--- src/rtl/sdram_sequencer.sv ---
// sdram_sequencer
//   Command sequencer in front of the SDRAM command/data block. After reset
//   it waits out SDRAM power-up, strobes a mode-register set, then opens the
//   (single, permanently open) row with a bank-activate strobe. It then
//   serves single-word read/write requests from one client over a req/ack
//   handshake. It drives the rising-edge command strobes that the command
//   block edge-detects, and captures read data a fixed delay after a read.
//
// Ports
//   clk_i     in   1   system clock
//   rst_i     in   1   asynchronous active-high reset
//   req_i     in   1   client access request (level)
//   rw_i      in   1   1 = write, 0 = read; sampled on accept
//   addr_i    in  12   column address; sampled on accept
//   wdata_i   in  16   write data; sampled on accept
//   ready_o   out  1   idle, initialised, able to accept
//   ack_o     out  1   one-clock pulse when an access completes
//   rdata_o   out 16   read data, held until the next read completes
//   rvalid_o  out  1   one-clock pulse with ack_o on reads
//   setup_o   out  1   mode-register-set strobe
//   bact_o    out  1   bank-activate strobe
//   we_o      out  1   write strobe (also enables DQ drive downstream)
//   re_o      out  1   read strobe
//   addr_o    out 12   column address to the command block
//   din_o     out 16   write data to the command block
//   dout_i    in  16   registered DQ data from the command block
//
// Every output is a flop whose next value is derived from the next state,
// so each strobe is high exactly while the FSM sits in its strobe state and
// no input reaches an output combinationally.

module sdram_sequencer #(
  parameter int unsigned INIT_CYCLES = 20000,
  parameter int unsigned T_MRD       = 2,
  parameter int unsigned T_RCD       = 3,
  parameter int unsigned STB_LEN     = 2,
  parameter int unsigned RD_DELAY    = 6
) (
  input  logic        clk_i,
  input  logic        rst_i,
  input  logic        req_i,
  input  logic        rw_i,
  input  logic [11:0] addr_i,
  input  logic [15:0] wdata_i,
  output logic        ready_o,
  output logic        ack_o,
  output logic [15:0] rdata_o,
  output logic        rvalid_o,
  output logic        setup_o,
  output logic        bact_o,
  output logic        we_o,
  output logic        re_o,
  output logic [11:0] addr_o,
  output logic [15:0] din_o,
  input  logic [15:0] dout_i
);

  // Delay counter is wide enough for the power-up wait, never below 15 bits.
  localparam int unsigned CW_REQ = $clog2(INIT_CYCLES + 1);
  localparam int unsigned CW     = (CW_REQ > 15) ? CW_REQ : 15;

  typedef enum logic [3:0] {
    INIT_WAIT,
    MRS,
    MRS_WAIT,
    ACT,
    ACT_WAIT,
    IDLE,
    WR,
    WR_GAP,
    RD,
    RD_WAIT
  } state_t;

  state_t        state_q, state_d;
  logic [CW-1:0] cnt_q, cnt_d;
  logic          accept;

  logic          ready_q, ready_d;
  logic          ack_q, ack_d;
  logic          rvalid_q, rvalid_d;
  logic          setup_q, setup_d;
  logic          bact_q, bact_d;
  logic          we_q, we_d;
  logic          re_q, re_d;
  logic [11:0]   addr_q, addr_d;
  logic [15:0]   din_q, din_d;
  logic [15:0]   rdata_q, rdata_d;

  // State, delay counter and all registered outputs. Reset lands in the
  // power-up wait with the counter preloaded so the wait starts immediately.
  always_ff @(posedge clk_i or posedge rst_i) begin
    if (rst_i) begin
      state_q  <= INIT_WAIT;
      cnt_q    <= CW'(INIT_CYCLES - 1);
      ready_q  <= 1'b0;
      ack_q    <= 1'b0;
      rvalid_q <= 1'b0;
      setup_q  <= 1'b0;
      bact_q   <= 1'b0;
      we_q     <= 1'b0;
      re_q     <= 1'b0;
      addr_q   <= '0;
      din_q    <= '0;
      rdata_q  <= '0;
    end else begin
      state_q  <= state_d;
      cnt_q    <= cnt_d;
      ready_q  <= ready_d;
      ack_q    <= ack_d;
      rvalid_q <= rvalid_d;
      setup_q  <= setup_d;
      bact_q   <= bact_d;
      we_q     <= we_d;
      re_q     <= re_d;
      addr_q   <= addr_d;
      din_q    <= din_d;
      rdata_q  <= rdata_d;
    end
  end

  // Next-state logic. Each timed state reloads the down-counter with its
  // duration minus one on entry and leaves when it reaches zero. A read
  // loads the full read delay when re rises; that one count both ends the
  // read strobe (after STB_LEN clocks) and times the data capture.
  always_comb begin
    state_d = state_q;
    cnt_d   = cnt_q - CW'(1);
    accept  = 1'b0;
    unique case (state_q)
      INIT_WAIT: begin
        if (cnt_q == '0) begin
          state_d = MRS;
          cnt_d   = CW'(STB_LEN - 1);
        end
      end
      MRS: begin
        if (cnt_q == '0) begin
          state_d = MRS_WAIT;
          cnt_d   = CW'(T_MRD - 1);
        end
      end
      MRS_WAIT: begin
        if (cnt_q == '0) begin
          state_d = ACT;
          cnt_d   = CW'(STB_LEN - 1);
        end
      end
      ACT: begin
        if (cnt_q == '0) begin
          state_d = ACT_WAIT;
          cnt_d   = CW'(T_RCD - 1);
        end
      end
      ACT_WAIT: begin
        if (cnt_q == '0) begin
          state_d = IDLE;
          cnt_d   = '0;
        end
      end
      IDLE: begin
        cnt_d = '0;
        if (req_i) begin
          accept = 1'b1;
          if (rw_i) begin
            state_d = WR;
            cnt_d   = CW'(STB_LEN - 1);
          end else begin
            state_d = RD;
            cnt_d   = CW'(RD_DELAY - 1);
          end
        end
      end
      WR: begin
        if (cnt_q == '0) begin
          state_d = WR_GAP;
          cnt_d   = '0;
        end
      end
      WR_GAP: begin
        state_d = IDLE;
        cnt_d   = '0;
      end
      RD: begin
        if (cnt_q == CW'(RD_DELAY - STB_LEN)) begin
          state_d = RD_WAIT;
        end
      end
      RD_WAIT: begin
        if (cnt_q == '0) begin
          state_d = IDLE;
          cnt_d   = '0;
        end
      end
      default: begin
        state_d = INIT_WAIT;
        cnt_d   = CW'(INIT_CYCLES - 1);
      end
    endcase
  end

  // Output logic, computed from the next state so the registered outputs
  // line up with the state they belong to. Read data is captured on the
  // edge that enters the last read-wait clock, which is also the clock
  // that carries rvalid/ack.
  always_comb begin
    ready_d  = (state_d == IDLE);
    setup_d  = (state_d == MRS);
    bact_d   = (state_d == ACT);
    we_d     = (state_d == WR);
    re_d     = (state_d == RD);
    rvalid_d = (state_d == RD_WAIT) && (cnt_d == '0);
    ack_d    = (state_d == WR_GAP) || rvalid_d;
    addr_d   = accept ? addr_i : addr_q;
    din_d    = (accept && rw_i) ? wdata_i : din_q;
    rdata_d  = rvalid_d ? dout_i : rdata_q;
  end

  assign ready_o  = ready_q;
  assign ack_o    = ack_q;
  assign rvalid_o = rvalid_q;
  assign setup_o  = setup_q;
  assign bact_o   = bact_q;
  assign we_o     = we_q;
  assign re_o     = re_q;
  assign addr_o   = addr_q;
  assign din_o    = din_q;
  assign rdata_o  = rdata_q;

endmodule

--- config.mk ---
export PLATFORM = sky130hd
export DESIGN_NAME = sdram_sequencer
export DESIGN_NICKNAME = d
export VERILOG_FILES = /design/src/rtl/sdram_sequencer.sv
export SDC_FILE = /design/constraint.sdc
export NUM_CORES = 1
export LEC_CHECK = 0
export ABC_AREA = 1
export CAP_MARGIN = 20
export CORE_ASPECT_RATIO = 0.8
export CORE_MARGIN = 2
export CORE_UTILIZATION = 47
export DETAILED_ROUTE_END_ITERATION = 16
export PLACE_DENSITY = 0.8
export SLEW_MARGIN = 25
export SYNTH_ARGS = -nofsm -noshare
export SYNTH_HDL_FRONTEND = slang
export SYNTH_SLANG_ARGS = --single-unit
--- constraint.sdc ---
create_clock -name clk_i -period 2.4 [get_ports clk_i]
set_input_delay 0.24 -clock clk_i [delete_from_list [all_inputs] [get_ports clk_i]]
set_output_delay 0.24 -clock clk_i [all_outputs]
set_load 0.02 [all_outputs]
==> run summary <==
Status = finished clean
Worst skew pair latency = 350 ps
Pre-CTS setup slack = -71.4 ps
CTS root buf = clkbuf_8
Vias in the first global route = 3090
Placer Congestion = 0.885
MaxCap Viol Count = 0
Overall routed net length = 8990 um
CP max FO = 9
Synth Instances = 401
First-pass GRT wire length = 14200 um
Worst VDD drop = 0.311 mV
Most Frequent Cell on Critical Path = nand2_1
Finished Layout Cells = 616
Vias post-DR = 3112
Tightest Hold Check Type = input pin to asynchronous set/reset pin
Final slew viol count = 0
Port bufs = 98
Filler Cells Inserted = 504
Leak Pwr = 2.48 nW
Cell Rows = 27
Final Skew = 7.94 ps
Fin util = 71.6%
CTS buffer count = 9
Synth Register Bits = 70
Area Overhead vs Synth = 48.4%
Setup violations, final = 0
Worst slew pin tran = 556 ps
Layout cells sized above 1 = 16.3%
DP Wirelength = 6240 um
Clk slew on worst S/H paths = 80 ps
Netlist Area Pre-Place = 3310 um2
Fin crit period = 2360 ps
Io pins = 99
Wire per inst = 14.6 um
Library cells used by synthesis = 33
Kind of critical path = flop to flop
Die width = 97.8 um
ANT nets after route = 0
Commonest non-fill, non-tap cells in the layout = nand2_1 (160), clkdlybuf4s50_1 (98), dfrtp_1 (61)
CTS sink cnt = 70
Most common cell after layout, fill and taps aside = nand2_1
CTS tree = done
Top post-synthesis cells by area = dfrtp_1 (46%), nand2_1 (18%), dfstp_2 (7.1%)
Nets = 574
Vias per inst = 5.05
Reg2Reg Setup Slack = 40 ps
Seq/Total Area, Yosys = 53.3%
Core Footprint = 6860 um2
Worst path cell trace = nor2_2, nand2_2, nor2_8, nand2_4, nand2_2, nand2_4, buf_4, nand2_1, nand2_1, nor2_1, nand2_1, nor2_4, buf_12, nand3_4, nand2_1, nand2_1
Yosys top cell area share = 46.1%
Req. time, crit path = 2640 ps
R2R Path End = rdata_o[8]$_DFFE_PP0P_
# placed instances = 590
Effective utilization at floorplan = 48.3%
Synth warn = 0
Initial antenna violation count = 0
Pin count of the biggest net entering global routing = 35
H-Tree Level Count = 3
Total GRT Usage = 23.0%
Final instance area = 4910 um2
R2R depth = 16
DRC = 0
Final Hold Fails = 0
Setup ws final = 36.8 ps
# hold bufs at CTS = 0
Critical path arrival = 2600 ps
Slowest stage cell, crit path = dfrtp_1
RR Startpoint = cnt_q[13]$_DFF_PP0_
Dpl cell area = 4460 um2
Avg Cell Area, Syn = 8.25 um2
# diodes = 0
Area leader, netlist = dfrtp_1
Die Area = 7730 um2
Die Ht = 79.1 um
Drt pass-1 iters = 6
Type of origin of the critical path = flop
Critical Path End Type = flop
Overflow after GRT = 0
Slew headroom = 62.9%
Synth Net Count = 451
Pwr/cell area = 478 nW/um2
Period Utilization, post-route = 98.5%
Fmax = 423 MHz
Initial DRC Count = 197
CP max stage delay = 420 ps
Clock Tree Buf Depth = 2
==> sequential cells by signal, indices dropped and copies added, names as in the netlist <==
register and cells:
ack_o 1, addr_o 12, bact_o 1, cnt_q 15, din_o 16, rdata_o 16
re_o 1, ready_o 1, rvalid_o 1, setup_o 1, state_q 4, we_o 1
==> worst max-delay path by stage <==
stage,startpoint,to,depth (start not counted)
finish,cnt_q[13]$_DFF_PP0_,rdata_o[8]$_DFFE_PP0P_,16
global route,cnt_q[5]$_DFF_PP0_,rdata_o[8]$_DFFE_PP0P_,16
CTS,cnt_q[0]$_DFF_PP1_,rdata_o[3]$_DFFE_PP0P_,11
global placement,cnt_q[0]$_DFF_PP1_,rdata_o[13]$_DFFE_PP0P_,13
detailed placement,cnt_q[0]$_DFF_PP1_,rdata_o[3]$_DFFE_PP0P_,13
floorplan,cnt_q[0]$_DFF_PP1_,rdata_o[0]$_DFFE_PP0P_,15
==> per-layer routing <==
layer,global-route usage (%),share of wire [%]
met2,38.3,48
met5,0,0
met1,29.6,42
met3,7.48,8.5
met4,5.42,1.4
==> what timing repair did <==
action,4_1_cts,5_1_grt
buffers inserted,2,4
gates cloned,0,4
pin swaps,1,11
gates resized for setup,0,22
setup endpoints to repair,16,18
==> kinds of logic (layout without fill, tap and decap cells) <==
logic type      after synthesis  after routing  synth area share, %
compound gates               16             16                 2.61
fa+ha+maj                     2              2                0.756
simple gates                258            260                 35.6
buf+inv                      48            174                 5.94
xor+xnor                      7              7                 1.85
flops                        70             70                 53.3
==> power breakdown <==
group,internal [mW],total [mW],switching [mW]
logic,0.0707,0.106,0.0351
registers,1.18,1.18,0
clock network,0.588,1.06,0.474
==> area by class of cell <==
cell class | count | area (um2) | area share [%]
Multi-Input combinational cell | 285 | 1430 | 29.1
Timing Repair Buffer | 119 | 1240 | 25.2
Inverter | 39 | 149 | 3.03
Clock inverter | 7 | 97.6 | 1.99
Tap cell | 87 | 109 | 2.22
Sequential cell | 70 | 1760 | 35.9
Clock buffer | 9 | 124 | 2.52
==> Yosys cell counts <==
master / n
nor2_8: 1
inv_2: 3
nand2_4: 2
a21oi_1: 5
o21ai_0: 4
and2_1: 1
nand2_2: 4
nand3_1: 18
a211oi_1: 1
buf_6: 1
xnor2_1: 2
buf_4: 1
ha_1: 2
dfrtp_1: 61
buf_2: 3
nor2_4: 6
nor3_1: 3
dfstp_2: 9
clkinv_2: 1
nor2_2: 5
o22ai_1: 1
nor2_1: 33
nand3_2: 1
inv_1: 35
nor3_4: 1
a22oi_1: 1
xor2_1: 5
nand3b_1: 1
clkbuf_1: 4
nand3_4: 1
nand2_1: 163
o21ai_1: 4
nand4_1: 18
==> worst max-delay path: cells and delay by family (launching register included) <==
kind          cells  cell delay (ps)
buf+inv           2              300
simple gates     14             1530
flops             1              420
==> metrics by stage <==
step / setup TNS (ps) / total power, mW / hold WS [ps]
finish: 0 / 2.35 / 259
global route: -1430 / 2.42 / 289
CTS: 0 / 2.37 / 266
detailed placement: -749 / 1.31 / 461
global placement: 0 / 1.31 / 455
floorplan: 0 / 1.22 / 350
Note: power is estimated with default switching activity, not from simulation.
